==> src/rtl/id_scoreboard.sv <==
// id_scoreboard: per-register pending-write scoreboard for the decode stage.
// Tracks outstanding long-latency writes per architectural register with a
// small saturating-free counter each, and raises a hazard (issue_ready = 0)
// on RAW against a pending register or when a register's counter is full.
// Optional macro SCOREBOARD_WB_BYPASS_EN: a same-cycle writeback clears the
// hazard combinationally; when undefined the wb-to-ready path is removed.

// One tracked register: pending-write counter with clear, inc and guarded dec.
module id_scoreboard_entry #(
    parameter int CNT_W = 2
) (
    input  logic             clk,
    input  logic             rst,
    input  logic             flush,
    input  logic             inc,
    input  logic             dec,
    output logic [CNT_W-1:0] cnt
);
    logic dec_ok;

    // A completion against an empty counter is stale (e.g. flushed) and dropped.
    assign dec_ok = dec && (cnt != '0);

    // Counter update: reset/flush win; inc and dec together cancel out.
    always_ff @(posedge clk) begin
        if (rst || flush)
            cnt <= '0;
        else if (inc && !dec_ok)
            cnt <= cnt + CNT_W'(1);
        else if (dec_ok && !inc)
            cnt <= cnt - CNT_W'(1);
    end
endmodule

module id_scoreboard #(
    parameter int REG_NUM     = 32,
    parameter int REGID_W     = $clog2(REG_NUM),
    parameter int NUM_RS      = 2,
    parameter int CNT_W       = 2,
    parameter int STALL_CNT_W = 32
) (
    input  logic                      clk,
    input  logic                      rst,
    input  logic                      flush,
    input  logic                      issue_valid,
    output logic                      issue_ready,
    input  logic                      issue_fire,
    input  logic [NUM_RS-1:0]         issue_rs_read,
    input  logic [NUM_RS*REGID_W-1:0] issue_rs_regid,
    input  logic                      issue_reg_write,
    input  logic                      issue_long,
    input  logic [REGID_W-1:0]        issue_reg_regid,
    input  logic                      wb_valid,
    input  logic [REGID_W-1:0]        wb_regid,
    output logic [REG_NUM-1:0]        busy_vec,
    output logic [STALL_CNT_W-1:0]    stall_count
);
    localparam logic [CNT_W-1:0]       CNT_MAX   = '1;
    localparam logic [STALL_CNT_W-1:0] STALL_MAX = '1;

    logic [REG_NUM-1:0][CNT_W-1:0] cnt;
    logic [REG_NUM-1:0][CNT_W-1:0] eff_cnt;
    logic [NUM_RS-1:0]             raw;
    logic                          long_wr;
    logic                          waw_full;
    logic                          track;

    assign long_wr = issue_reg_write && issue_long && (issue_reg_regid != '0);
    assign track   = issue_fire && long_wr;

    for (genvar r = 0; r < REG_NUM; r++) begin : g_reg
        if (r == 0) begin : g_zero
            // x0 is hard-wired zero; nothing ever waits on it.
            assign cnt[r] = '0;
        end else begin : g_trk
            logic inc;
            logic dec;
            assign inc = track && (issue_reg_regid == REGID_W'(r));
            assign dec = wb_valid && (wb_regid == REGID_W'(r));
            id_scoreboard_entry #(.CNT_W(CNT_W)) u_entry (
                .clk   (clk),
                .rst   (rst),
                .flush (flush),
                .inc   (inc),
                .dec   (dec),
                .cnt   (cnt[r])
            );
        end
`ifdef SCOREBOARD_WB_BYPASS_EN
        // Count as if this cycle's completion had already retired.
        assign eff_cnt[r] = cnt[r] - CNT_W'(wb_valid && (wb_regid == REGID_W'(r)) && (cnt[r] != '0));
`else
        assign eff_cnt[r] = cnt[r];
`endif
        assign busy_vec[r] = (cnt[r] != '0);
    end

    for (genvar i = 0; i < NUM_RS; i++) begin : g_rs
        logic [REGID_W-1:0] rs_id;
        assign rs_id  = issue_rs_regid[i*REGID_W +: REGID_W];
        assign raw[i] = issue_rs_read[i] && (rs_id != '0) && (eff_cnt[rs_id] != '0);
    end

    // A further long write to a full counter would wrap it, so hold issue.
    assign waw_full    = long_wr && (eff_cnt[issue_reg_regid] == CNT_MAX);
    assign issue_ready = !((|raw) || waw_full);

    // Saturating count of stalled cycles; flush cycles are not stalls.
    always_ff @(posedge clk) begin
        if (rst)
            stall_count <= '0;
        else if (issue_valid && !issue_ready && !flush && (stall_count != STALL_MAX))
            stall_count <= stall_count + STALL_CNT_W'(1);
    end

    // Issuing past a hazard corrupts the counters; flag it loudly.
    a_fire_when_ready: assert property (@(posedge clk) disable iff (rst)
        !(issue_fire && !issue_ready));
endmodule
==> config.mk <==
export PLATFORM = sky130hd
export DESIGN_NAME = id_scoreboard
export DESIGN_NICKNAME = d
export VERILOG_FILES = /design/src/rtl/id_scoreboard.sv
export SDC_FILE = /design/constraint.sdc
export NUM_CORES = 1
export LEC_CHECK = 0
export BUFFER_PORTS_ARGS = -buffer_cell sky130_fd_sc_hd__buf_2
export CAP_MARGIN = 20
export CORE_MARGIN = 10
export CORE_UTILIZATION = 59
export DETAILED_ROUTE_END_ITERATION = 8
export GPL_TIMING_DRIVEN = 1
export PLACE_DENSITY_LB_ADDON = 0.25
export SYNTH_ARGS = -nofsm -noshare
export SYNTH_HDL_FRONTEND = slang
export SYNTH_HIERARCHICAL = 1
export SYNTH_SLANG_ARGS = --single-unit
==> constraint.sdc <==
create_clock -name clk -period 2.95 [get_ports clk]
set_input_delay 0.1475 -clock clk [delete_from_list [all_inputs] [get_ports clk]]
set_output_delay 0.1475 -clock clk [all_outputs]
set_load 0.01 [all_outputs]
After elaboration in Yosys (flattened, before gate mapping)
Index checks and enable logic that the tools add are counted.
- add/sub/neg operators: 63
- shifts and indexed selects: 0
- equality and inequality tests: 64
- bitwise operators: 0
- multipliers: 0
- mux-type cells: 68
- reduce and logical (&&, ||, !) cells: 300
- order comparisons: 3
- divide/modulo/power cells: 0
- operator list (cell ; count):
    $logic_and A1 B1 Y1 ; 166
    $eq A5 B5 Y1 const B ; 32
    $mux W2 ; 65
    $reduce_bool A2 Y1 ; 64
    $eq A5 B4 Y1 const B ; 16
    $logic_not A1 Y1 ; 64
    $add A2 B1 Y2 const B ; 31
    $sub A2 B1 Y2 const B ; 31
    $eq A5 B3 Y1 const B ; 8
    $add A32 B1 Y32 const B ; 1
    $ne A32 B32 Y1 const B ; 1
    $bmux W2 S5 ; 3
    $eq A5 B2 Y1 const B ; 4
    $lt A5 B6 Y1 const B ; 3
    $reduce_bool A5 Y1 ; 3
    $eq A5 B1 Y1 const B ; 2
    $eq A2 B2 Y1 const B ; 1
    $logic_or A1 B1 Y1 ; 2
    $reduce_or A2 Y1 ; 1
- bits in latches: 0
- memories kept: 0
- input port bits: 30
- output and inout bits: 65
- RAM bits: 0
- memory bits (read-only): 0
- flip-flop bits (word level): 94

Logic depth before layout (Yosys ltp)
- word-level depth: 9
- mapped depth: 12

By module
The synthesis kept the hierarchy.
- modules (own cells, without submodules) (module ; area an instance (µm²) ; cells an instance ; times used ; sequential area each (µm²)):
    id_scoreboard ; 3577.2 ; 504 ; 1 ; 640.6
    id_scoreboard_entry ; 103.8 ; 10 ; 31 ; 40.0

Worst setup path after synthesis
No wires, ideal clock.
- kind: flip-flop to flip-flop
- start point: register g_reg[22].g_trk.u_entry.cnt[0]
- end point: register stall_count[24]
- cell stages (with the launch flop): 10
- arrival time: 2575 ps
- required time: 2829 ps
- slack: 254 ps
- setup time: 121 ps
- path buffers: 1
- cell sequence: dfxtp_1 > or2_1 > mux4_2 > o21ai_2 > o22ai_1 > or4b_4 > o21ai_4 > buf_6 > nor4_2 > mux2_4
- longest elaborated chain between the ends: 9
- elaborated cells on any way between the ends: 17
- classes of those cells: eq/ne (1); mux (6); reduce/logical (10)
- RTL lines (what ; RTL line ; text):
    from (decl) ; 17 ; output logic [CNT_W-1:0] cnt
    from (signal assigned) ; 29 ; cnt <= cnt + CNT_W'(1);
    from (signal assigned) ; 31 ; cnt <= cnt - CNT_W'(1);
    $bmux W2 S5 ; 101 ; assign raw[i] = issue_rs_read[i] && (rs_id != '0) && (eff_cnt[rs_id] != '0);
    $mux W2 (implied by the code) ; 101 ;
    $reduce_bool A2 Y1 ; 101 ;
    $logic_and A1 B1 Y1 ; 101 ;
    $reduce_or A2 Y1 ; 106 ; assign issue_ready = !((|raw) || waw_full);
    $logic_or A1 B1 Y1 (*) ; 106 ;
    $logic_and A1 B1 Y1 (*) (3 in a row) ; 112 ; else if (issue_valid && !issue_ready && !flush && (stall_count != STALL_MAX))
    to (signal assigned) ; 113 ; stall_count <= stall_count + STALL_CNT_W'(1);
    to (decl) ; 56 ; output logic [STALL_CNT_W-1:0] stall_count
Every way passes the cells marked *; elsewhere a longest branch is shown, timed or not. The select of a mux whose other input is x is not followed.
A chain may end at the register's enable or synchronous reset.

Final worst setup path
- start point: register g_reg[18].g_trk.u_entry.cnt[1]
- end point: output port issue_ready
- longest elaborated chain between the ends: 7
- elaborated cells on any way between the ends: 15
- classes of those cells: eq/ne (1); mux (6); reduce/logical (8)
- RTL lines (what ; RTL line ; text):
    from (decl) ; 17 ;
    from (signal assigned) ; 29 ;
    from (signal assigned) ; 31 ;
    $bmux W2 S5 ; 101 ;
    $mux W2 (implied by the code) ; 101 ;
    $reduce_bool A2 Y1 ; 101 ;
    $logic_and A1 B1 Y1 ; 101 ;
    $reduce_or A2 Y1 ; 106 ;
    $logic_or A1 B1 Y1 (*) ; 106 ;
    $logic_not A1 Y1 (*) ; 106 ;
    to (decl) ; 46 ; output logic issue_ready,
Marked as above.

==> qor.yml <==
route:
  drc: 0
  postRouteWirelength_um: 21550
  ant_nets: 0
  drtIter0Drc: 647
  num_vias: 6934
  first_pass_iters: 6
  vias_per_cell: 6.480
  drt-wirelength-per-cell_um: 20.14
sta:
  setup_viol: 0
  hold_viol_final: 0
  period_needed_ns: 2.866
  tightest_slew_ns: 0.9016
  slew_viol_final: 0
  holdWs_ns: 0.3774
  fin_skew_ns: 0.01080
  max_freq_mhz: 348.9
  period_share: 0.9716
  slew_headroom: 0.3989
  layout_setup_ws_ns: 0.08376
setup_path:
  reg2reg_depth: 9
  worstSetupStartpoint: "g_reg[18].g_trk.u_entry/cnt[1]$_SDFFE_PP0P_"
  crit_path_start_kind: "flop"
  r2r-start: "g_reg[18].g_trk.u_entry/cnt[1]$_SDFFE_PP0P_"
  rrSetupSlack_ns: 0.11
  r2r_end: "stall_count[26]$_SDFFE_PP0P_"
  crit_end: "issue_ready"
  crit_required_ns: 2.80
  crit_path_end_kind: "primary output"
  critical_path_class: "flop to primary output"
  crit_fanout: 5
  worstPathArrival_ns: 2.72
logic_synthesis:
  ys.flop_type: "dfxtp_1"
  synthCells: 814
  synth_nets: 876
  ys_ff_latch: 94
  ys.warnings.count: 6
  syn_avg_cell_area_um2: 8.350
  yosysTopAreaCell: "dfxtp_1"
  synth_top_area_frac: 0.2769
  syn-cell-area_um2: 6797
  synthDistinctLibCells: 56
  synth-edff-count: 0
  synthArstFlopShare: 0
  seq_area_frac_synth: 0.2769
  synth.area.top_cells: "dfxtp_1, xor2_1, ha_1, a211oi_2, nor2_1"
  synth_most_common_cell: "nor2_1"
  synth_common_cells: "nor2_1, dfxtp_1, o21ai_0"
cts:
  cts_buffers: 9
  tritoncts: "yes"
  postCtsHoldBufs: 0
  root_buffer: "clkbuf_16"
  htreeDepth: 3
  ctsLongestPathBuffers: 2
  clkSinkCount: 94
  clock_latency_ns: 0.36
  cts.clk_slew.worst_paths_ns: 0.07
pwr:
  p_leak_nw: 3.210
  seq_power_share: 0.465
  power.internal_mw: 2.007
  power.density_nw_per_um2: 346.5
  comb_power_share: 0.098
  pwr-share-clk: 0.436
  p_sw_frac: 0.2665
  worst_ir_drop_vdd_mv: 0.3407
  switchingPower_mw: 0.7292
status:
  status: "finished, final reports clean"
cells_and_area:
  n_antenna_cell: 0
  synthToLayoutAreaGrowth_pct: 16.22
  final_cell_area_um2: 7899
  drive_above_1_share: 0.2557
  fin_nets: 984
  final_core_utilization: 0.6947
global_routing:
  grt_usage: 0.2570
  grt_pass1_wl_um: 34250
  grt_use_met1: 0.3103
  use_met3: 0.06203
  grt_pass1_vias: 6687
  antenna_found_initial: 0
  gr-usage-met2: 0.4104
  grt_max_degree: 68
  gr-total-overflow: 0
  busiest_layer: "met2"
die:
  ioPinCount: 95
  core_um2: 11370
  initial_utilization: 0.5978
  die_x_um: 127.3
  die-area_um2: 16210
  die_height_um: 127.3
  core.rowCount: 39
hold_path:
  hold_path_class: "input pin to flop"
placed_design:
  dp_slack_ns: 0.1279
  placed_cell_area_um2: 7530
  dpl.hpwl_um: 15770
  gp_congestion: 0.9919
  port_buffers: 93
run:
  cap_violations: 0
## stage by stage
| stage | cells | setup TNS [ns] | power [mW] |
|---|---|---|---|
| 2_1_floorplan | 814 | 0 | 1.434 |
| 3_3_place_gp | 1050 | 0 | 1.555 |
| 3_5_place_dp | 1050 | 0 | 1.559 |
| 4_1_cts | 1066 | 0 | 2.732 |
| 5_1_grt | 1070 | -0.04198 | 2.799 |
| 6_report | 1070 | 0 | 2.737 |
## state kept, by name, summed over array words and instances (netlist names)
| register | flops |
|---|---|
| g.g_trk.u_entry/cnt | 62 |
| stall_count | 32 |
## power groups by stage
stage	Clock [mW]	Sequential, mW	Combinational (mW)
4_1_cts	1.20	1.27	0.258
6_report	1.19	1.27	0.269
2_1_floorplan	0	1.30	0.132
5_1_grt	1.24	1.27	0.287
3_5_place_dp	0	1.30	0.257
3_3_place_gp	0	1.30	0.253
## layer usage
metal | routed length [um] | share of wire
met5 | 0 | 0
met4 | 954 | 0.044
met3 | 1816 | 0.084
met2 | 10110 | 0.47
met1 | 8670 | 0.40
## final cells by class
type | instances | area (um^2)
Clock buffer | 10 | 229.0
Clock inverter | 6 | 61.31
Fill cell | 959 | 3471
Inverter | 27 | 101.3
Multi-Input combinational cell | 662 | 4677
Sequential cell | 94 | 1891
Tap cell | 143 | 178.9
Timing Repair Buffer | 128 | 760.7
## cell usage in the layout, fill, tap and decap left out, types with 28 or more instances in the layout
master	count
a211oi_2	32
o21ai_0	67
or3_1	41
nor2_1	100
xor2_1	62
buf_2	92
nand2_1	41
nor3_1	50
a21oi_1	28
buf_4	34
dfxtp_1	87
ha_1	32
## critical path, cell delays in order (launching register included)
cell and delay (ns):
dfxtp_1 0.34, or2_1 0.25, mux4_2 0.48, o21ai_2 0.14, o22ai_1 0.10, or4b_4 0.57, or2_4 0.28, inv_1 0.07
buf_2 0.13
## how the worst min path moves through the flow
| stage | end | cells past startpoint | slack [ns] | from |
|---|---|---|---|---|
| after floorplan | g_reg[10].g_trk.u_entry/cnt[1]$_SDFFE_PP0P_ | 1 | 0.21 | rst |
| after global placement | stall_count[4]$_SDFFE_PP0P_ | 2 | 0.47 | stall_count[4]$_SDFFE_PP0P_ |
| after detailed placement | stall_count[4]$_SDFFE_PP0P_ | 2 | 0.49 | stall_count[4]$_SDFFE_PP0P_ |
| after CTS | stall_count[8]$_SDFFE_PP0P_ | 5 | 0.38 | flush |
| after global routing | stall_count[13]$_SDFFE_PP0P_ | 2 | 0.42 | rst |
| final | stall_count[17]$_SDFFE_PP0P_ | 2 | 0.38 | rst |
## kinds of logic (layout without fill, tap and decap cells)
logic type	after synthesis	in the layout	synth area share
fa+ha+maj	32	32	0.05891
xor+xnor	62	62	0.07990
mux	30	30	0.07879
buf+inv	58	171	0.03958
flops	94	94	0.2769
compound gates	177	177	0.1854
simple gates	360	360	0.2800
other cells	1	1	0.0005518
## repair_timing
action,CTS,global route
endpoints found under the setup margin,0,6
setup buffers,0,3
hold endpoints to repair,0,0
gates resized for setup,0,13
(Power assumes the default switching activity.)
